$ cat config.mk
export PLATFORM = sky130hd
export DESIGN_NAME = gf_muldiv_seq
export DESIGN_NICKNAME = d
export VERILOG_FILES = /design/src/rtl/gf_pkg.sv /design/src/rtl/gf_serial_mult.sv /design/src/rtl/gf_muldiv_seq.sv
export SDC_FILE = /design/constraint.sdc
export NUM_CORES = 1
export LEC_CHECK = 0
export ABC_AREA = 1
export ABC_CLOCK_PERIOD_IN_PS = 3000
export CAP_MARGIN = 20
export CORE_MARGIN = 5
export CORE_UTILIZATION = 63
export DETAILED_ROUTE_END_ITERATION = 10
export PLACE_DENSITY = 0.85
export SKIP_LAST_GASP = 1
export SLEW_MARGIN = 0
export SYNTH_ARGS = -nofsm -noshare
export SYNTH_HDL_FRONTEND = slang
export SYNTH_HIERARCHICAL = 1
export SYNTH_SLANG_ARGS = --single-unit
$ cat constraint.sdc
create_clock -name clk -period 3 [get_ports clk]
set_input_delay 0.6 -clock clk [delete_from_list [all_inputs] [get_ports clk]]
set_output_delay 0.6 -clock clk [all_outputs]
set_load 0.005 [all_outputs]
$ cat src/rtl/gf_pkg.sv
// Shared definitions for the GF(2^M) multiply/divide unit: FSM encoding,
// mode constants and default field polynomials.
package gf_pkg;

  typedef enum logic [1:0] {
    ST_IDLE = 2'd0,
    ST_MUL  = 2'd1,
    ST_DIV  = 2'd2,
    ST_DONE = 2'd3
  } gf_state_t;

  localparam logic MODE_MUL = 1'b0;
  localparam logic MODE_DIV = 1'b1;

  localparam logic [4:0] POLY_M4 = 5'h13;
  localparam logic [8:0] POLY_M8 = 9'h11B;

endpackage

$ cat src/rtl/gf_serial_mult.sv
// Bit-serial MSB-first GF(2^M) multiplier. The start edge loads the operands
// and already processes bit M-1, so p is final M edges after start.
module gf_serial_mult #(
  parameter int         M    = 8,
  parameter logic [M:0] POLY = 9'h11B
) (
  input  logic         clk,
  input  logic         rst,
  input  logic         start,
  input  logic [M-1:0] a,
  input  logic [M-1:0] b,
  output logic         busy,
  output logic         done,
  output logic [M-1:0] p
);

  localparam int            CW   = (M > 1) ? $clog2(M) : 1;
  localparam logic [CW-1:0] LAST = CW'(M - 1);

  logic [M-1:0]  a_q;
  logic [M-1:0]  b_q;
  logic [CW-1:0] bit_cnt;

  function automatic logic [M-1:0] mac_step(input logic [M-1:0] acc,
                                            input logic [M-1:0] addend,
                                            input logic         bit_b);
    logic [M:0] t;
    t = {acc, 1'b0};
    if (t[M]) t = t ^ POLY;
    return t[M-1:0] ^ (bit_b ? addend : '0);
  endfunction

  always_ff @(posedge clk or posedge rst) begin
    if (rst) begin
      a_q     <= '0;
      b_q     <= '0;
      p       <= '0;
      bit_cnt <= '0;
      busy    <= 1'b0;
      done    <= 1'b0;
    end else begin
      done <= 1'b0;
      if (start) begin
        a_q     <= a;
        b_q     <= b << 1;
        p       <= mac_step('0, a, b[M-1]);
        bit_cnt <= CW'(1);
        busy    <= 1'b1;
      end else if (busy) begin
        p   <= mac_step(p, a_q, b_q[M-1]);
        b_q <= b_q << 1;
        if (bit_cnt == LAST) begin
          bit_cnt <= '0;
          busy    <= 1'b0;
          done    <= 1'b1;
        end else begin
          bit_cnt <= bit_cnt + CW'(1);
        end
      end
    end
  end

endmodule

$ cat src/rtl/gf_muldiv_seq.sv
// Sequential GF(2^M) multiply / divide unit with valid/ready handshakes.
// Division is a*b^(2^M-2), evaluated as M square-and-multiply steps.
module gf_muldiv_seq
  import gf_pkg::*;
#(
  parameter int         M    = 8,
  parameter logic [M:0] POLY = POLY_M8
) (
  input  logic         clk,
  input  logic         rst,
  input  logic         in_valid,
  output logic         in_ready,
  input  logic         mode,
  input  logic [M-1:0] op_a,
  input  logic [M-1:0] op_b,
  output logic         out_valid,
  input  logic         out_ready,
  output logic [M-1:0] result,
  output logic         div_by_zero
);

  localparam int            CW   = (M > 1) ? $clog2(M) : 1;
  localparam logic [CW-1:0] LAST = CW'(M - 1);

  gf_state_t     state_q, state_d;
  logic [CW-1:0] step_q;
  logic [M-1:0]  result_q;
  logic          dbz_q;
  logic          start0, start1, busy0, busy1, done0, done1;
  logic [M-1:0]  m0_a, m0_b, m1_a, m1_b, p0, p1;
  logic          accept, div_zero, step_done, last_step;

  assign in_ready    = (state_q == ST_IDLE);
  assign out_valid   = (state_q == ST_DONE);
  assign result      = result_q;
  assign div_by_zero = dbz_q;
  assign accept      = in_valid && in_ready;
  assign div_zero    = (mode == MODE_DIV) && (op_b == '0);
  assign step_done   = done0 && done1;
  assign last_step   = (step_q == LAST);

  // Launch takes operands straight from the ports; later Fermat steps chain
  // the previous products so a step restarts on the same edge it finishes.
  always_comb begin
    m0_a = p0;
    m0_b = p0;
    m1_a = p1;
    m1_b = p0;
    if (state_q == ST_IDLE) begin
      m0_a = (mode == MODE_MUL) ? op_a : op_b;
      m0_b = op_b;
      m1_a = op_a;
      m1_b = M'(1);
    end
  end

  always_ff @(posedge clk or posedge rst) begin
    if (rst) state_q <= ST_IDLE;
    else     state_q <= state_d;
  end

  always_comb begin
    state_d = state_q;
    start0  = 1'b0;
    start1  = 1'b0;
    case (state_q)
      ST_IDLE: begin
        if (accept) begin
          if (div_zero) begin
            state_d = ST_DONE;
          end else if (mode == MODE_MUL) begin
            state_d = ST_MUL;
            start0  = !busy0;
          end else begin
            state_d = ST_DIV;
            start0  = !busy0;
            start1  = !busy1;
          end
        end
      end
      ST_MUL:  if (done0) state_d = ST_DONE;
      ST_DIV: begin
        if (step_done) begin
          if (last_step) begin
            state_d = ST_DONE;
          end else begin
            start0 = 1'b1;
            start1 = 1'b1;
          end
        end
      end
      ST_DONE: if (out_ready) state_d = ST_IDLE;
      default: state_d = ST_IDLE;
    endcase
  end

  always_ff @(posedge clk or posedge rst) begin
    if (rst) begin
      step_q   <= '0;
      result_q <= '0;
      dbz_q    <= 1'b0;
    end else begin
      if (accept) begin
        step_q <= '0;
      end else if (state_q == ST_DIV && step_done) begin
        step_q <= last_step ? '0 : step_q + CW'(1);
      end
      if (accept && div_zero) begin
        result_q <= '0;
        dbz_q    <= 1'b1;
      end else if (state_q == ST_MUL && done0) begin
        result_q <= p0;
        dbz_q    <= 1'b0;
      end else if (state_q == ST_DIV && step_done && last_step) begin
        result_q <= p1;
        dbz_q    <= 1'b0;
      end
    end
  end

  // Instance 0: plain multiply and the squaring chain; instance 1: accumulator.
  gf_serial_mult #(.M(M), .POLY(POLY)) u_mult_sq (
    .clk(clk), .rst(rst), .start(start0), .a(m0_a), .b(m0_b),
    .busy(busy0), .done(done0), .p(p0)
  );

  gf_serial_mult #(.M(M), .POLY(POLY)) u_mult_acc (
    .clk(clk), .rst(rst), .start(start1), .a(m1_a), .b(m1_b),
    .busy(busy1), .done(done1), .p(p1)
  );

endmodule

==> metrics.md, run 1 <==
| Metric | Value |
|---|---|
| Outcome | finished, final reports clean |
| Min cycle time layout | 2.50 ns |
| Mapped Cells | about 590 |
| CP arrival | 1.90 ns |
| Fin area | 4680 sq um |
| Startpoint Class | flip-flop |
| Final setup margin | a little under 0.5 ns |
| Slew @ Worst Pin | about 0.55 ns |
| Post-DRT Antenna Nets | 0 |
| Kind of critical path | reg2out |
| Placed cell areas | about 4500 sq um |
| Hold crit path type | reg2reg |
| Initial cell density of the core | between 60% and 70% |
| # DRC | 0 |
| Largest area contributor in the netlist | dfrtp_1 |
| Share of layout cells above drive strength 1 | 8.05% |
| Achievable clock frequency | 0.400 GHz |
| Post-synthesis xor/xnor area fraction | 0% |
| Bufs on Longest Clock Path | 2 |
| WP data required | 2.40 ns |
| Crit-path cells | inv_1 -> ha_1 -> buf_4 -> clkdlybuf4s50_1 |
| Global-route wire length before repair | approximately 17 mm |
| Ports | 32 |
| Final setup fails | 0 |
| Compound-gate portion of the synthesized area | around 11% |
| Critical path capture point type | output port |
| Hold Violations, Final | 0 |
| Share of the yosys chip area belonging to registers | between 40% and 50% |
| Post-Synth Adder-Cell Area | about 3.3% |
| Clock Skew | between 0.006 and 0.007 ns |
| EDFF count, synth | 0 |
| Syn nets | about 620 |
| Crit-path max cell delay | between 0.5 and 0.6 ns |
| Setup tns final | 0 ns |
| Ranking of synthesized cells by area | dfrtp_1 (42%), nand2_1 (20%), inv_1 (6.4%) |
| Synth Flop Type | dfrtp_1 |
| Unrepaired setup endpoints after global routing | no |
| Pre-CTS WS | about 0.44 ns |
| Final Max Slew Viols | 0 |
| Synth warnings | 6 |
| Nets | between 600 and 700 |
| Leak | between 0.002 and 0.003 uW |
| Clk pin slew, worst setup/hold paths | 0.07 ns |
| Power Dens Cells | 996 nW/um^2 |
| Vias in the first global route | ~3.8k |
| CTS tree | built |
| Synth Area in Simple Gates | about 32% |
| H-tree levels | 3 |
| Final core utilization | 72.8% |
| TritonRoute pass-1 iters | 5 |
| Clk_lat worst skew | between 0.3 and 0.4 ns |
| Max FO, Critical Path | 26 |
| Post-Route WL | 10.1 mm |
| Flops & latches, synth | 70 |
| Max VDD drop | 532 uV |
| Register area | 1750 sq um |
| # diodes | 0 |
| Crit share post-route | between 80 and 90% |
| Post-CTS sizing | 0 |
| CTS buffer count | 9 |
| Post-synth cell types | 32 |
| Filler Cells Inserted | roughly 530 |
| Root Driver | clkbuf_8 |
| Row cnt | 29 |
| Die area | approximately 8400 sq um |
| Core area | 6420 sq um |
| Most frequent cells in the layout | nand2_1 (221), inv_1 (71), dfrtp_1 (70) |
| Slew Limit Headroom | a little over three fifths |
| Total track usage | between 20% and 30% |
| RePlAce Congestion | slightly above 0.9 |
| Total power | approximately 4700 uW |
| DR vias | roughly 3.9k |
| DIE WIDTH | just over 90 um |
| Netlist Area Pre-Place | 4190 sq um |
| PortBufs | 31 |
| Main combinational cell family by area after synthesis | simple AND/OR/NAND/NOR gates |
| Commonest non-fill, non-tap cell in the layout | nand2_1 |
| Asr flop ratio synth | 100% |
| Die height | about 90 um |
| Antenna violations before repair | 0 |
| Routed len/inst | ~14 um |
| Yosys top cell area share | a little over two fifths |
| Vias/cell | 5.59 |
| Hpwl dp | between 7 and 8 mm |
| Drt initial violations | between 200 and 300 |
| Max-cap violations | 0 |
| Grt ovf | 0 |
| Hold_buf cts | 0 |
| Largest net degree at the start of global routing | 29 |
| Area occupied by multi-input gates | between 1500 and 2000 sq um |
| Mux cell area share after synthesis | 0% |
| Area Overhead vs Synth | 11.7% |
| CP max stage cell | clkdlybuf4s50_1 |
| Hold Crit Depth | 2 |
| Post-CTS setup repair buffer count | 0 |
| Worst R2R Path Depth | 10 |
| Average cell area after synthesis | 7.07 sq um |
| CTS sink cnt | 70 |
-- per-stage QoR --
stage          cells  hold slack, ns
3_5_place_dp     683           0.459
2_1_floorplan    592           0.442
6_report         698           0.480
5_1_grt          698           0.516
3_3_place_gp     683           0.455
4_1_cts          698           0.477
-- flip-flops by register name, summed over array words and instances (netlist names) --
register            flops
result                  8
u_mult_sq/busy          1
state_q                 2
u_mult_sq/bit_cnt       3
step_q                  3
div_by_zero             1
u_mult_acc/bit_cnt      3
u_mult_sq/a_q           8
u_mult_acc/p            8
u_mult_acc/b_q          7
u_mult_sq/b_q           7
u_mult_acc/done         1
u_mult_sq/p             8
u_mult_acc/a_q          8
u_mult_sq/done          1
u_mult_acc/busy         1
-- cell usage after synthesis, types with 2 or more instances --
cell / n
nand2_1: 221
inv_1: 71
dfrtp_1: 70
nand3_1: 53
nor2_1: 46
o21ai_1: 23
inv_2: 16
o221ai_1: 13
buf_2: 12
ha_1: 11
a31oi_1: 10
a21oi_2: 6
buf_6: 5
clkbuf_1: 5
clkinv_1: 4
o211ai_1: 4
a21oi_1: 3
a22o_1: 2
buf_1: 2
buf_4: 2
nor2_8: 2
-- worst max-delay path: cells and delay by family (launching register included) --
| kind | cells | cell delay, ns |
|---|---|---|
| flip-flops | 1 | 0.42 |
| adder cells (fa/ha/maj) | 1 | 0.18 |
| buffers and inverters | 3 | 0.97 |
-- worst paths after layout --
| kind | start | end | slack, ns |
|---|---|---|---|
| worst max-delay path | state_q[1] | in_ready | 0.50 |
| worst min-delay path | u_mult_sq/a_q[3] | u_mult_sq/a_q[3] | 0.48 |
| worst min register to register | u_mult_sq/a_q[3] | u_mult_sq/a_q[3] | 0.48 |
| min in group asynchronous | rst | result[7] | 0.70 |
| worst max register to register | state_q[0] | u_mult_acc/bit_cnt[2] | 0.73 |
| max in group asynchronous | rst | state_q[0] | 1.94 |
-- final cells by class --
cell class	instances	share of cell area, %
clock inverters	1	0.107
multi-input cells	405	41.5
flip-flops and latches	70	37.4
inverters	91	7.30
well taps	77	2.06
repair buffers	40	8.08
clock buffers	14	3.48
-- power breakdown --
part | internal [uW] | switching, uW | leakage, uW
logic | 847 | 1380 | 0.00156
clock network | 341 | 341 | 0.0000865
registers | 1360 | 391 | 0.000862
-- cells by family (layout without fill, tap and decap cells) --
family	after synthesis	after routing
AOI/OAI and AO/OA	66	66
and+or+nand+nor	328	328
adders and majority gates	11	11
DFF	70	70
buffers and inverters	117	146
-- routing by layer --
metal  share of wire (%)  wire (um)  global-route usage [%]
met1                  43       4330                    32.7
met2                  49       4990                    43.4
met3                 6.0        601                    4.63
met4                 1.6        163                    8.67
met5                   0          0                       0
No activity file was read; power rests on OpenSTA's default activity.
==> run 2, diff against run 1 <==
--- a/config.mk
+++ b/config.mk
@@ -6,12 +6,12 @@
 export NUM_CORES = 1
 export LEC_CHECK = 0
 export ABC_AREA = 1
-export ABC_CLOCK_PERIOD_IN_PS = 3000
+export ABC_CLOCK_PERIOD_IN_PS = 2100
 export CAP_MARGIN = 20
 export CORE_MARGIN = 5
-export CORE_UTILIZATION = 63
+export CORE_UTILIZATION = 53
 export DETAILED_ROUTE_END_ITERATION = 10
-export PLACE_DENSITY = 0.85
+export PLACE_DENSITY = 0.76
 export SKIP_LAST_GASP = 1
 export SLEW_MARGIN = 0
 export SYNTH_ARGS = -nofsm -noshare
==> constraint.sdc (replaced) <==
create_clock -name clk -period 2.1 [get_ports clk]
set_input_delay 0.42 -clock clk [delete_from_list [all_inputs] [get_ports clk]]
set_output_delay 0.42 -clock clk [all_outputs]
set_load 0.005 [all_outputs]
==> run 2 against run 1 <==
Against the previous run: sequential power up 44%; critical endpoint is now out_valid; highest routed layer unchanged; cell count up 6.6%; largest power group unchanged; design area up 6.6%; sequential cell count unchanged; register-to-register slack worse by 0.52 ns; non-clock buffer count up 20; clock power up 52%.
==> metrics.md, run 2 (synthesized netlist as in run 1, its figures left out) <==
| Metric | Value |
|---|---|
| Ports | 32 |
| Post-Route WL | slightly above 10 mm |
| H-tree levels | 3 |
| Clk pin slew, worst setup/hold paths | 0.07 ns |
| Post-DRT Antenna Nets | 0 |
| Min cycle time layout | roughly 2.0 ns |
| Reg2Reg Setup Slack | 0.21 ns |
| Register area | 1750 sq um |
| TritonRoute pass-1 iters | 5 |
| Leak | around 0.0027 uW |
| Commonest non-fill, non-tap cell in the layout | nand2_1 |
| Vias/cell | about 5.3 |
| Worst R2R Path Depth | 11 |
| Kind of critical path | reg2out |
| Total track usage | between 20 and 25% |
| CP top delay family | buffers and inverters |
| Power Dens Cells | around 1400 nW/um^2 |
| Hpwl dp | between 7 and 8 mm |
| Max FO, Critical Path | 3 |
| Final setup margin | between 0.1 and 0.15 ns |
| Area occupied by multi-input gates | 1960 sq um |
| Min-delay src | u_mult_sq/a_q[1] |
| Total power | roughly 7000 uW |
| RePlAce Congestion | 0.913 |
| WP data required | 1.68 ns |
| CP arrival | around 1.5 ns |
| Share of layout cells above drive strength 1 | between 10% and 20% |
| DR vias | around 3.9k |
| DIE WIDTH | roughly 99 um |
| Critical path capture point type | output port |
| Die height | 98.9 um |
| Startpoint Class | flip-flop |
| Reg2reg start | state_q[0] |
| Pre-CTS WS | -0.138 ns |
| Max-cap violations | 0 |
| Initial cell density of the core | between 50% and 60% |
| Finished Layout Cells | ~740 |
| CTS tree | built |
| Hold crit path type | reg2reg |
| Final Max Slew Viols | 0 |
| Antenna violations before repair | 0 |
| Filler Cells Inserted | approximately 670 |
| PortBufs | 31 |
| Crit-path cells | buf_4 -> ha_1 -> clkdlybuf4s50_1 |
| CP max stage cell | clkdlybuf4s50_1 |
| CTS buffer count | 9 |
| Clk_lat worst skew | between 0.3 and 0.4 ns |
| Area Overhead vs Synth | 19.1% |
| Clock Skew | between 0.01 and 0.015 ns |
| Crit-path max cell delay | 0.44 ns |
| Unrepaired setup endpoints after global routing | no |
| Worst R2R End | u_mult_sq/p[3] |
| Root Driver | clkbuf_8 |
| # DRC | 0 |
| Hold Violations, Final | 0 |
| Fin area | between 4000 and 5000 sq um |
| Outcome | finished, final reports clean |
| CTS sink cnt | 70 |
| Max VDD drop | just under 700 uV |
| Most frequent cells in the layout | nand2_1 (221), dfrtp_1 (70), inv_1 (69) |
| Hold Path Sink | u_mult_sq/a_q[1] |
| Final core utilization | about 65% |
| Largest net degree at the start of global routing | 29 |
| Slew @ Worst Pin | 0.544 ns |
| Row cnt | 32 |
| Bufs on Longest Clock Path | 2 |
| Grt ovf | 0 |
| Crit share post-route | about 93% |
| Vias in the first global route | around 3.8k |
| Hold Crit Depth | 2 |
| Routed len/inst | between 10 and 15 um |
| Core area | 7730 sq um |
| Final setup fails | 0 |
| Die area | 9780 sq um |
| CP Buf/Inv Count | 2 |
| Placed cell areas | ~4700 sq um |
| Achievable clock frequency | between 0.5 and 0.6 GHz |
| Nets | 669 |
| # placed instances | roughly 720 |
| Drt initial violations | 222 |
| # diodes | 0 |
| Global-route wire length before repair | ~18 mm |
| Slew Limit Headroom | between 60% and 70% |
==> run 2: changes by cell type in the layout (fill, tap and decap cells not counted), sizes merged <==
cell,change
buf,+19
clkinv,+1
clkbuf,-2
clkinvlp,+1
bufbuf,+1
bufinv,+1
clkdlybuf4s50,-1
dlymetal6s2s,+1
==> run 2: worst reg2reg max path, delay by kind of cell (launching register included) <==
family,cells,cell delay (ns)
buffers and inverters,5,0.63
adder cells (fa/ha/maj),1,0.17
AND/OR/NAND/NOR,3,0.45
AO/OA/AOI/OAI,2,0.21
flip-flops,1,0.37
==> run 2: timing repair <==
| item | CTS | global route |
|---|---|---|
| pin swaps | 0 | 1 |
| cloned | 1 | 0 |
| resized for setup | 4 | 6 |
| setup endpoints to repair | 5 | 25 |
| hold buffers | 0 | 0 |
| setup buffers | 2 | 2 |
==> run 2: worst max path at each step <==
| stage | endpoint | cells after the start | slack [ns] | startpoint |
|---|---|---|---|---|
| global placement | u_mult_acc/p[1] | 10 | -0.1 | in_valid |
| CTS | in_ready | 4 | 0.01 | state_q[0] |
| finish | out_valid | 3 | 0.15 | state_q[0] |
| detailed placement | u_mult_acc/p[1] | 10 | -0.14 | in_valid |
| floorplan | u_mult_sq/a_q[6] | 12 | 0.04 | state_q[0] |
| global route | u_mult_acc/p[0] | 10 | 0.07 | state_q[0] |
==> run 2: layer usage <==
layer / part of all wire, % / track usage (%)
met1: 44 / 30.7
met4: 2.2 / 8.61
met2: 47 / 35.2
met5: 0 / 0
met3: 7.3 / 4.60
==> run 2: power by group <==
| group | internal, uW | switching [uW] | leakage (uW) |
|---|---|---|---|
| Clock | 546 | 491 | 0.0000904 |
| Sequential | 1940 | 572 | 0.000862 |
| Combinational | 1440 | 2000 | 0.00171 |
==> run 2: metrics by stage <==
stage	hold WS, ns	setup TNS [ns]
after floorplan	0.309	0
after global routing	0.490	0
after global placement	0.454	-0.924
final	0.476	0
after CTS	0.478	0
after detailed placement	0.459	-1.72
==> run 2: cell type report <==
type / count / area share, %
clock buffers: 12 / 2.71
clock inverters: 4 / 0.954
inverters: 91 / 6.95
multi-input cells: 405 / 39.3
flip-flops and latches: 70 / 35.1
well taps: 102 / 2.56
repair buffers: 60 / 12.4
